[src/rtl/divider_gen.sv]
// Iterative non-restoring divider with an optional fixed-point (dividend << FRAC) numerator.
// Define DIVIDER_GEN_SIGNED_EN to build two's-complement support selected by signed_op.
module divider_gen #(
    parameter int WIDTH = 32,
    parameter int STEPS = 2,
    parameter int FRAC  = 16
) (
    input  logic             sys_clk,
    input  logic             reset_n,
    input  logic             start,
    input  logic             offset,
    input  logic             signed_op,
    input  logic [WIDTH-1:0] dividend,
    input  logic [WIDTH-1:0] divisor,
    output logic             busy,
    output logic             done,
    output logic [WIDTH-1:0] quotient,
    output logic [WIDTH-1:0] remainder,
    output logic             div_zero
);
    localparam int N  = WIDTH / STEPS;
    localparam int NW = 2 * WIDTH;
    // The shifted numerator spans 2*WIDTH bits, so each cycle consumes 2*STEPS numerator
    // bits; the high quotient bits are discarded but the remainder stays exact.
    localparam int K  = 2 * STEPS;
    localparam int RW = WIDTH + 2;
    localparam int CW = (N > 1) ? $clog2(N) : 1;

    logic                 busy_reg, done_reg, div_zero_reg, zero_reg;
    logic [CW-1:0]        cnt_reg;
    logic [NW-1:0]        num_reg;
    logic [WIDTH-1:0]     quo_reg, div_reg, raw_reg;
    logic signed [RW-1:0] rem_reg;
    logic [WIDTH-1:0]     quotient_reg, remainder_reg;
`ifdef DIVIDER_GEN_SIGNED_EN
    logic                 neg_q_reg, neg_r_reg;
`endif

    logic [WIDTH-1:0]     a_mag, b_mag, raw_init;
    logic [NW-1:0]        num_init;
    logic signed [RW-1:0] div_ext;
    logic signed [RW-1:0] stage_r [0:K];
    logic [K-1:0]         q_step;
    logic [WIDTH+K-1:0]   quo_cat;
    logic [WIDTH-1:0]     quo_next, rmag, q_final, r_final;
    logic signed [RW-1:0] rem_last;
    logic                 unused_sink;

    always_comb begin
        a_mag = dividend;
        b_mag = divisor;
`ifdef DIVIDER_GEN_SIGNED_EN
        if (signed_op && dividend[WIDTH-1]) a_mag = -dividend;
        if (signed_op && divisor[WIDTH-1])  b_mag = -divisor;
`endif
        num_init = {{WIDTH{1'b0}}, a_mag};
        if (offset) num_init = num_init << FRAC;
        raw_init = offset ? (dividend << FRAC) : dividend;
    end

    assign div_ext    = {2'b00, div_reg};
    assign stage_r[0] = rem_reg;

    // Quotient bit is the sign of the trial remainder, identical to the restoring result.
    genvar gi;
    generate
        for (gi = 0; gi < K; gi++) begin : g_stage
            logic signed [RW-1:0] trial;
            assign trial          = {stage_r[gi][RW-2:0], num_reg[NW-1-gi]};
            assign stage_r[gi+1]  = stage_r[gi][RW-1] ? trial + div_ext : trial - div_ext;
            assign q_step[K-1-gi] = ~stage_r[gi+1][RW-1];
        end
    endgenerate

    assign quo_cat  = {quo_reg, q_step};
    assign quo_next = quo_cat[WIDTH-1:0];
    assign rem_last = stage_r[K];
    assign rmag     = rem_last[RW-1] ? rem_last[WIDTH-1:0] + div_reg : rem_last[WIDTH-1:0];
    assign unused_sink = ^{rem_last[WIDTH], quo_cat[WIDTH+K-1:WIDTH], signed_op};

    always_comb begin
        q_final = quo_next;
        r_final = rmag;
`ifdef DIVIDER_GEN_SIGNED_EN
        if (neg_q_reg) q_final = -quo_next;
        if (neg_r_reg) r_final = -rmag;
`endif
        if (zero_reg) begin
            q_final = '1;
            r_final = raw_reg;
        end
    end

    always_ff @(posedge sys_clk or negedge reset_n) begin
        if (!reset_n) begin
            busy_reg      <= 1'b0;
            done_reg      <= 1'b0;
            div_zero_reg  <= 1'b0;
            zero_reg      <= 1'b0;
            cnt_reg       <= '0;
            num_reg       <= '0;
            quo_reg       <= '0;
            div_reg       <= '0;
            raw_reg       <= '0;
            rem_reg       <= '0;
            quotient_reg  <= '0;
            remainder_reg <= '0;
`ifdef DIVIDER_GEN_SIGNED_EN
            neg_q_reg     <= 1'b0;
            neg_r_reg     <= 1'b0;
`endif
        end else begin
            done_reg <= 1'b0;
            if (!busy_reg) begin
                if (start) begin
                    busy_reg <= 1'b1;
                    cnt_reg  <= '0;
                    num_reg  <= num_init;
                    quo_reg  <= '0;
                    rem_reg  <= '0;
                    div_reg  <= b_mag;
                    zero_reg <= (divisor == '0);
                    raw_reg  <= raw_init;
`ifdef DIVIDER_GEN_SIGNED_EN
                    neg_q_reg <= signed_op & (dividend[WIDTH-1] ^ divisor[WIDTH-1]);
                    neg_r_reg <= signed_op & dividend[WIDTH-1];
`endif
                end
            end else begin
                num_reg <= num_reg << K;
                quo_reg <= quo_next;
                rem_reg <= rem_last;
                cnt_reg <= cnt_reg + 1'b1;
                if (cnt_reg == CW'(N - 1)) begin
                    busy_reg      <= 1'b0;
                    done_reg      <= 1'b1;
                    quotient_reg  <= q_final;
                    remainder_reg <= r_final;
                    div_zero_reg  <= zero_reg;
                end
            end
        end
    end

    assign busy      = busy_reg;
    assign done      = done_reg;
    assign quotient  = quotient_reg;
    assign remainder = remainder_reg;
    assign div_zero  = div_zero_reg;
endmodule

[config.mk]
export PLATFORM = sky130hd
export DESIGN_NAME = divider_gen
export DESIGN_NICKNAME = d
export VERILOG_FILES = /design/src/rtl/divider_gen.sv
export SDC_FILE = /design/constraint.sdc
export NUM_CORES = 1
export LEC_CHECK = 0
export ABC_AREA = 1
export BUFFER_PORTS_ARGS = -buffer_cell sky130_fd_sc_hd__buf_2
export CORE_ASPECT_RATIO = 2
export CORE_MARGIN = 2
export CORE_UTILIZATION = 60
export DETAILED_ROUTE_END_ITERATION = 8
export PLACE_DENSITY = 0.78
export SLEW_MARGIN = 0
export SYNTH_ARGS = -nofsm -noshare
export SYNTH_HDL_FRONTEND = slang
export SYNTH_SLANG_ARGS = --single-unit
[constraint.sdc]
create_clock -name sys_clk -period 21.9 [get_ports sys_clk]
set_clock_uncertainty 0.15 [all_clocks]
set_input_delay 2.19 -clock sys_clk [delete_from_list [all_inputs] [get_ports sys_clk]]
set_output_delay 2.19 -clock sys_clk [all_outputs]
set_load 0.01 [all_outputs]
==> results of run 1 <==
metal layers:
layer	track usage, %	share of wire [%]	wire [um]
met1	41.4	37	24400
met2	66.3	51	33500
met3	2.53	4.6	3020
met4	21.3	6.6	4330
met5	0	0	0
synthesized netlist by cell type (6+ instances only):
| master | n |
|---|---|
| dfrtp_1 | 262 |
| nor4_1 | 7 |
| a21boi_0 | 10 |
| ha_1 | 170 |
| inv_1 | 294 |
| o211ai_1 | 8 |
| a31oi_1 | 27 |
| buf_2 | 13 |
| clkbuf_1 | 78 |
| or2_2 | 6 |
| xor2_1 | 105 |
| xnor2_1 | 56 |
| o21ai_1 | 12 |
| buf_1 | 8 |
| nand3_2 | 8 |
| nand2_1 | 773 |
| o21bai_1 | 8 |
| a22oi_1 | 27 |
| a21o_1 | 13 |
| inv_2 | 6 |
| nand3_1 | 177 |
| nor2_1 | 167 |
| a22o_1 | 12 |
| o22ai_1 | 47 |
| nor3_1 | 18 |
| a21oi_1 | 223 |
| nand4_1 | 21 |
| o21ai_0 | 280 |
| o31ai_1 | 7 |
area by class of cell:
cell class	count	area [sq um]	share of cell area [%]
Timing Repair Buffer	149	793	3.56
Clock buffer	24	547	2.45
Inverter	306	1150	5.15
Tap cell	441	552	2.47
Clock inverter	13	191	0.858
Multi-Input combinational cell	2231	12500	56.1
Sequential cell	262	6560	29.4
logic make-up (layout without fill, tap and decap cells):
group                      Yosys count  in the layout  share of synthesized area (%)
and+or+nand+nor                   1200           1200                           24.1
AOI/OAI and AO/OA                  695            695                           18.7
buffers and inverters              413            492                           7.79
DFF                                262            262                           31.7
adders and majority gates          175            175                           10.8
xor gates and xnor gates           161            161                           6.82
cells in the final DEF, fill, tap and decap left out, types with 8 or more instances in the layout:
master / synthesis / routed
buf_4: 5 / 15
nand4_1: 21 / 21
inv_1: 294 / 293
xnor2_1: 56 / 56
a31oi_1: 27 / 27
nor3_1: 18 / 18
o22ai_1: 47 / 47
a21o_1: 13 / 13
clkbuf_16: 0 / 21
xor2_1: 105 / 105
dfrtp_1: 262 / 261
nand2_1: 773 / 772
nand3_1: 177 / 177
o211ai_1: 8 / 8
o21bai_1: 8 / 8
a22o_1: 12 / 12
a21oi_1: 223 / 223
ha_1: 170 / 170
o21ai_1: 12 / 12
buf_2: 13 / 133
nor2_1: 167 / 163
a22oi_1: 27 / 27
a21boi_0: 10 / 10
nand3_2: 8 / 8
o21ai_0: 280 / 280
metrics by stage:
step	hold WS (ns)	util [%]
4_1_cts	0.330	65.4
2_1_floorplan	0.299	-
3_5_place_dp	0.310	63.2
6_report	0.327	65.4
3_3_place_gp	0.311	63.2
5_1_grt	0.349	65.4
worst paths after layout:
path,endpoint,slack [ns],cells past startpoint
worst max-delay path,remainder[31],3.76,87
worst min-delay path,remainder[1],0.33,2
worst max register to register,remainder[31],3.76,87
worst min register to register,remainder[1],0.33,2
max in group asynchronous,busy,18.26,2
min in group asynchronous,num_reg[38],1.57,1
worst min-delay path: cells and delay by family (launching register included):
| family | cells | cell delay (ns) |
|---|---|---|
| simple gates | 2 | 0.10 |
| flops | 1 | 0.34 |
==> flow_metrics.env, run 1 <==
export IMPL_cpLargestDelayFamily="simple AND/OR/NAND/NOR gates"
export IMPL_ys_ff_latch=262
export IMPL_worst_slew_pin_slew_ns=1.16
export IMPL_grt_max_degree=126
export IMPL_clkLatencyLatePin_ns=0.53
export IMPL_largest_reg_flops=64
export IMPL_syn_area_sq_mm=0.0207
export IMPL_synth_cells=2906
export IMPL_status="complete, no violations"
export IMPL_std_cell_rows=96
export IMPL_fin_crit_sh_pct=82.8
export IMPL_viasPerCell=5.91
export IMPL_dr_total_vias=20300
export IMPL_yosysTopAreaCellShare_pct=31.7
export IMPL_maxCapViolations=0
export IMPL_layout_drive_gt1_share_pct=7.81
export IMPL_critical_path_max_stage_delay_ns=0.91
export IMPL_crit_start="div_reg[0]"
export IMPL_cts_sinks=262
export IMPL_die_h_um=266
export IMPL_arrival_ns=18.45
export IMPL_cts_resized=0
export IMPL_fmaxAchievable_ghz=0.0551
export IMPL_critPathMostFrequentCell="nand2_1"
export IMPL_detailed_place_hpwl_um=50900
export IMPL_root_buffer="clkbuf_16"
export IMPL_area_growth_pct=7.97
export IMPL_post_cts_setup_buffers=0
export IMPL_instances_no_fill=3426
export IMPL_yosys_top_cells_area="dfrtp_1, nand2_1, ha_1"
export IMPL_io_buffers=134
export IMPL_synth_async_reset_ratio_pct=100
export IMPL_synth_fp_nets=3150
export IMPL_worst_slack_ns=3.76
export IMPL_min_from="remainder[1]"
export IMPL_endpoint_kind="register"
export IMPL_core_region_area_sq_mm=0.0341
export IMPL_nets=3215
export IMPL_cp_required_ns=22.21
export IMPL_grtUsageTotal_pct=36.4
export IMPL_initial_utilization_pct=60.6
export IMPL_dp_cells=3389
export IMPL_die_area_sq_mm=0.0360
export IMPL_hold_viol=0
export IMPL_relSlewSlack_pct=22.3
export IMPL_r2r_start="div_reg[0]"
export IMPL_post_drt_wl_per_cell_um=19.1
export IMPL_tns_ns=0
export IMPL_grt_setup_unrepaired="false"
export IMPL_min_period_ns=18.14
export IMPL_hp_class="reg2reg"
export IMPL_synth_cell_types=52
export IMPL_diodes=0
export IMPL_htreeDepth=1
export IMPL_cts_tree="done"
export IMPL_cp_start_kind="register"
export IMPL_cp_slowest_cell="clkinv_1"
export IMPL_clockBufferDepth=3
export IMPL_post_dp_cell_area_sq_mm=0.0216
export IMPL_antenna_found_initial=0
export IMPL_setup_viol=0
export IMPL_path_class="reg2reg"
export IMPL_synth_top_area_cell="dfrtp_1"
export IMPL_cts_buffers=21
export IMPL_synthFlopType="dfrtp_1"
export IMPL_hold_buffers=0
export IMPL_fillCellCount=3092
export IMPL_cp_max_fo=37
export IMPL_synth_edff_count=0
export IMPL_yosysWarnings=0
export IMPL_clk_pin_slew_ns=0.08
export IMPL_drcViolationCount=0
export IMPL_grt_first_pass_wirelength_um=103000
export IMPL_drtIter0Drc=1305
export IMPL_place_worst_setup_slack_ns=4.10
export IMPL_firstDrtPassIters=5
export IMPL_finalMaxSlewViolations=0
export IMPL_io_pins=136
export IMPL_gr_total_overflow=0
export IMPL_grt_pass1_vias=20200
export IMPL_avgSynthCellArea_sq_um=7.11
export IMPL_finalInstanceArea_sq_mm=0.0223
export IMPL_worst_path_buf_inv=13
export IMPL_routed_wl_um=65300
export IMPL_die_x_um=135
export IMPL_antenna_left=0
export IMPL_ys_seq_area_share_pct=31.7
export IMPL_gp_congestion=0.998
Power of run 1 is not shown: default switching activity piles up to over one toggle a cycle in this logic, so the estimate is an artifact.
==> run 2, diff against run 1 <==
--- a/config.mk
+++ b/config.mk
@@ -5,11 +5,11 @@
 export SDC_FILE = /design/constraint.sdc
 export NUM_CORES = 1
 export LEC_CHECK = 0
-export ABC_AREA = 1
+export ABC_AREA = 0
 export BUFFER_PORTS_ARGS = -buffer_cell sky130_fd_sc_hd__buf_2
 export CORE_ASPECT_RATIO = 2
 export CORE_MARGIN = 2
-export CORE_UTILIZATION = 60
+export CORE_UTILIZATION = 57
 export DETAILED_ROUTE_END_ITERATION = 8
 export PLACE_DENSITY = 0.78
 export SLEW_MARGIN = 0
==> constraint.sdc (replaced) <==
create_clock -name sys_clk -period 15.3 [get_ports sys_clk]
set_clock_uncertainty 0.15 [all_clocks]
set_input_delay 1.53 -clock sys_clk [delete_from_list [all_inputs] [get_ports sys_clk]]
set_output_delay 1.53 -clock sys_clk [all_outputs]
set_load 0.01 [all_outputs]
==> flow_metrics.env, run 2 <==
export IMPL_hold_viol=0
export IMPL_cpLargestDelayFamily="compound AO/OA/AOI/OAI gates"
export IMPL_htreeDepth=1
export IMPL_worst_slew_pin_slew_ns=1.10
export IMPL_synth_edff_count=0
export IMPL_antenna_found_initial=1
export IMPL_synthFlopType="dfrtp_1"
export IMPL_r2r_slack_ns=0.19
export IMPL_reg2reg_depth=81
export IMPL_fin_crit_sh_pct=98.8
export IMPL_synth_cell_types=84
export IMPL_cts_sinks=262
export IMPL_endpoint_kind="register"
export IMPL_detailed_place_hpwl_um=54700
export IMPL_grtUsageTotal_pct=36.3
export IMPL_viasPerCell=6.14
export IMPL_grt_setup_unrepaired="true"
export IMPL_fmaxAchievable_ghz=0.0662
export IMPL_cp_max_fo=6
export IMPL_gr_total_overflow=0
export IMPL_drcViolationCount=0
export IMPL_cts_buffers=26
export IMPL_critical_path_max_stage_delay_ns=0.42
export IMPL_synth_cells=2537
export IMPL_worst_path_buf_inv=13
export IMPL_grt_pass1_vias=21700
export IMPL_path_class="reg2reg"
export IMPL_layout_drive_gt1_share_pct=31.1
export IMPL_grt_first_pass_wirelength_um=113000
export IMPL_mostFrequentLayoutCell="buf_4"
export IMPL_diodes=0
export IMPL_min_period_ns=15.11
export IMPL_relSlewSlack_pct=26.5
export IMPL_min_from="quotient[18]"
export IMPL_largest_reg_flops=64
export IMPL_final_cell_mix="buf_4, nand2_1, dfrtp_1"
export IMPL_core_region_area_sq_mm=0.0369
export IMPL_drtIter0Drc=1932
export IMPL_ys_ff_latch=262
export IMPL_yosysMostFrequentCell="nand2_1"
export IMPL_area_growth_pct=33.5
export IMPL_post_drt_wl_per_cell_um=20.5
export IMPL_antenna_left=0
export IMPL_hold_buffers=0
export IMPL_hold_path_depth=2
export IMPL_synth_async_reset_ratio_pct=100
export IMPL_clk_pin_slew_ns=0.07
export IMPL_yosysTopAreaCellShare_pct=30.9
export IMPL_multi_input_area_sq_mm=0.0147
export IMPL_root_buffer="clkbuf_16"
export IMPL_firstDrtPassIters=5
export IMPL_setup_viol=0
export IMPL_ys_seq_area_share_pct=30.9
export IMPL_arrival_ns=15.40
export IMPL_cts_tree="done"
export IMPL_cp_slowest_cell="or3_4"
export IMPL_avgSynthCellArea_sq_um=8.36
export IMPL_syn_area_sq_mm=0.0212
export IMPL_min_to="quotient[18]"
export IMPL_std_cell_rows=100
export IMPL_dr_total_vias=22300
export IMPL_yosysWarnings=0
export IMPL_yosys_top_cells_area="dfrtp_1, ha_1, xnor2_1"
export IMPL_die_x_um=140
export IMPL_die_h_um=277
export IMPL_r2r_start="div_reg[0]"
export IMPL_hp_class="reg2reg"
export IMPL_routed_wl_um=74600
export IMPL_gp_congestion=0.971
export IMPL_area_sequential_sq_mm=0.00656
export IMPL_synth_fp_nets=2781
export IMPL_critPathMostFrequentCell="buf_4"
export IMPL_finalMaxSlewViolations=0
export IMPL_io_pins=136
export IMPL_die_area_sq_mm=0.0389
export IMPL_cp_required_ns=15.59
export IMPL_synth_top_area_cell="dfrtp_1"
export IMPL_clockBufferDepth=3
export IMPL_yosys_top_cells_count="nand2_1, dfrtp_1, o21ai_0"
export IMPL_clkLatencyLatePin_ns=0.56
export IMPL_grt_max_degree=122
export IMPL_cp_start_kind="register"
export IMPL_initial_utilization_pct=57.5
export IMPL_place_worst_setup_slack_ns=-0.955
export IMPL_fillCellCount=2482
export IMPL_worst_slack_ns=0.191
export IMPL_status="complete, no violations"
export IMPL_nets=3401
export IMPL_io_buffers=134
export IMPL_r2r_end="remainder[31]"
export IMPL_maxCapViolations=0
run 2: cell types whose count changed after synthesis, sizes merged, moves of 40 or more:
cell	change
xnor2	+122
a21o	+55
nand3	-154
nand2	-391
mux2	+52
inv	-249
nand2b	+40
run 2: layout make-up:
class | instances | area share [%]
multi-input cells | 2092 | 52.0
flip-flops and latches | 262 | 23.2
repair buffers | 724 | 18.7
clock buffers | 34 | 2.65
well taps | 459 | 2.03
clock inverters | 13 | 0.800
inverters | 51 | 0.676
run 2: timing repair:
action,4_1_cts,5_1_grt
gates resized for setup,40,139
setup endpoints to repair,35,35
pin swaps,12,89
gates cloned,0,1
setup buffers,3,19
run 2: worst register-to-register path, delay by kind of cell, from the launching register on:
family                   cells  cell delay [ns]
AO/OA/AOI/OAI               30             5.38
XOR/XNOR                    11             1.99
adder cells (fa/ha/maj)      6             1.60
buffers and inverters       13             2.01
flip-flops                   1             0.41
AND/OR/NAND/NOR             21             3.43
run 2: stage by stage:
| step | utilization [%] | area, sq um | hold slack [ns] | std cells | TNS (ns) |
|---|---|---|---|---|---|
| after global placement | 71.3 | 26300 | 0.296 | 3567 | -6.14 |
| after floorplan | - | 21200 | 0.292 | 2537 | 0 |
| after global routing | 76.7 | 28300 | 0.341 | 3635 | -1.01 |
| after detailed placement | 71.3 | 26300 | 0.301 | 3567 | -8.27 |
| final | 76.7 | 28300 | 0.311 | 3635 | 0 |
| after CTS | 74.5 | 27500 | 0.314 | 3617 | 0 |
run 2: layer usage:
layer  wire (um)  GRT usage [%]  vias to the layer above  part of all wire (%)
li1            -              -                    10200                     -
met1       27600           43.7                    10700                    37
met2       36700           63.0                     1077                    49
met3        4810           3.34                      317                   6.4
met4        5570           21.0                        2                   7.5
met5          13              0                        -                 0.017
run 2: cell families (layout without fill, tap and decap cells):
logic type	Yosys count	after routing	synth area share, %
AND/OR/NAND/NOR	816	816	17.7
AO/OA/AOI/OAI	746	746	21.8
XOR/XNOR	272	272	11.5
flip-flops	262	262	30.9
buffers and inverters	183	822	3.42
adder cells (fa/ha/maj)	175	175	10.5
multiplexers	83	83	4.22
run 2: how the worst max path moves through the flow:
stage	from	end	slack [ns]	cells after the start
2_1_floorplan	div_reg[0]	remainder[31]	0.07	69
3_3_place_gp	div_reg[0]	remainder[31]	-0.83	80
3_5_place_dp	div_reg[0]	remainder[31]	-0.95	82
4_1_cts	div_reg[0]	remainder[31]	0.02	79
5_1_grt	div_reg[0]	remainder[31]	-0.26	81
6_report	div_reg[0]	remainder[31]	0.19	81
Power of run 2 is left out for the same reason.
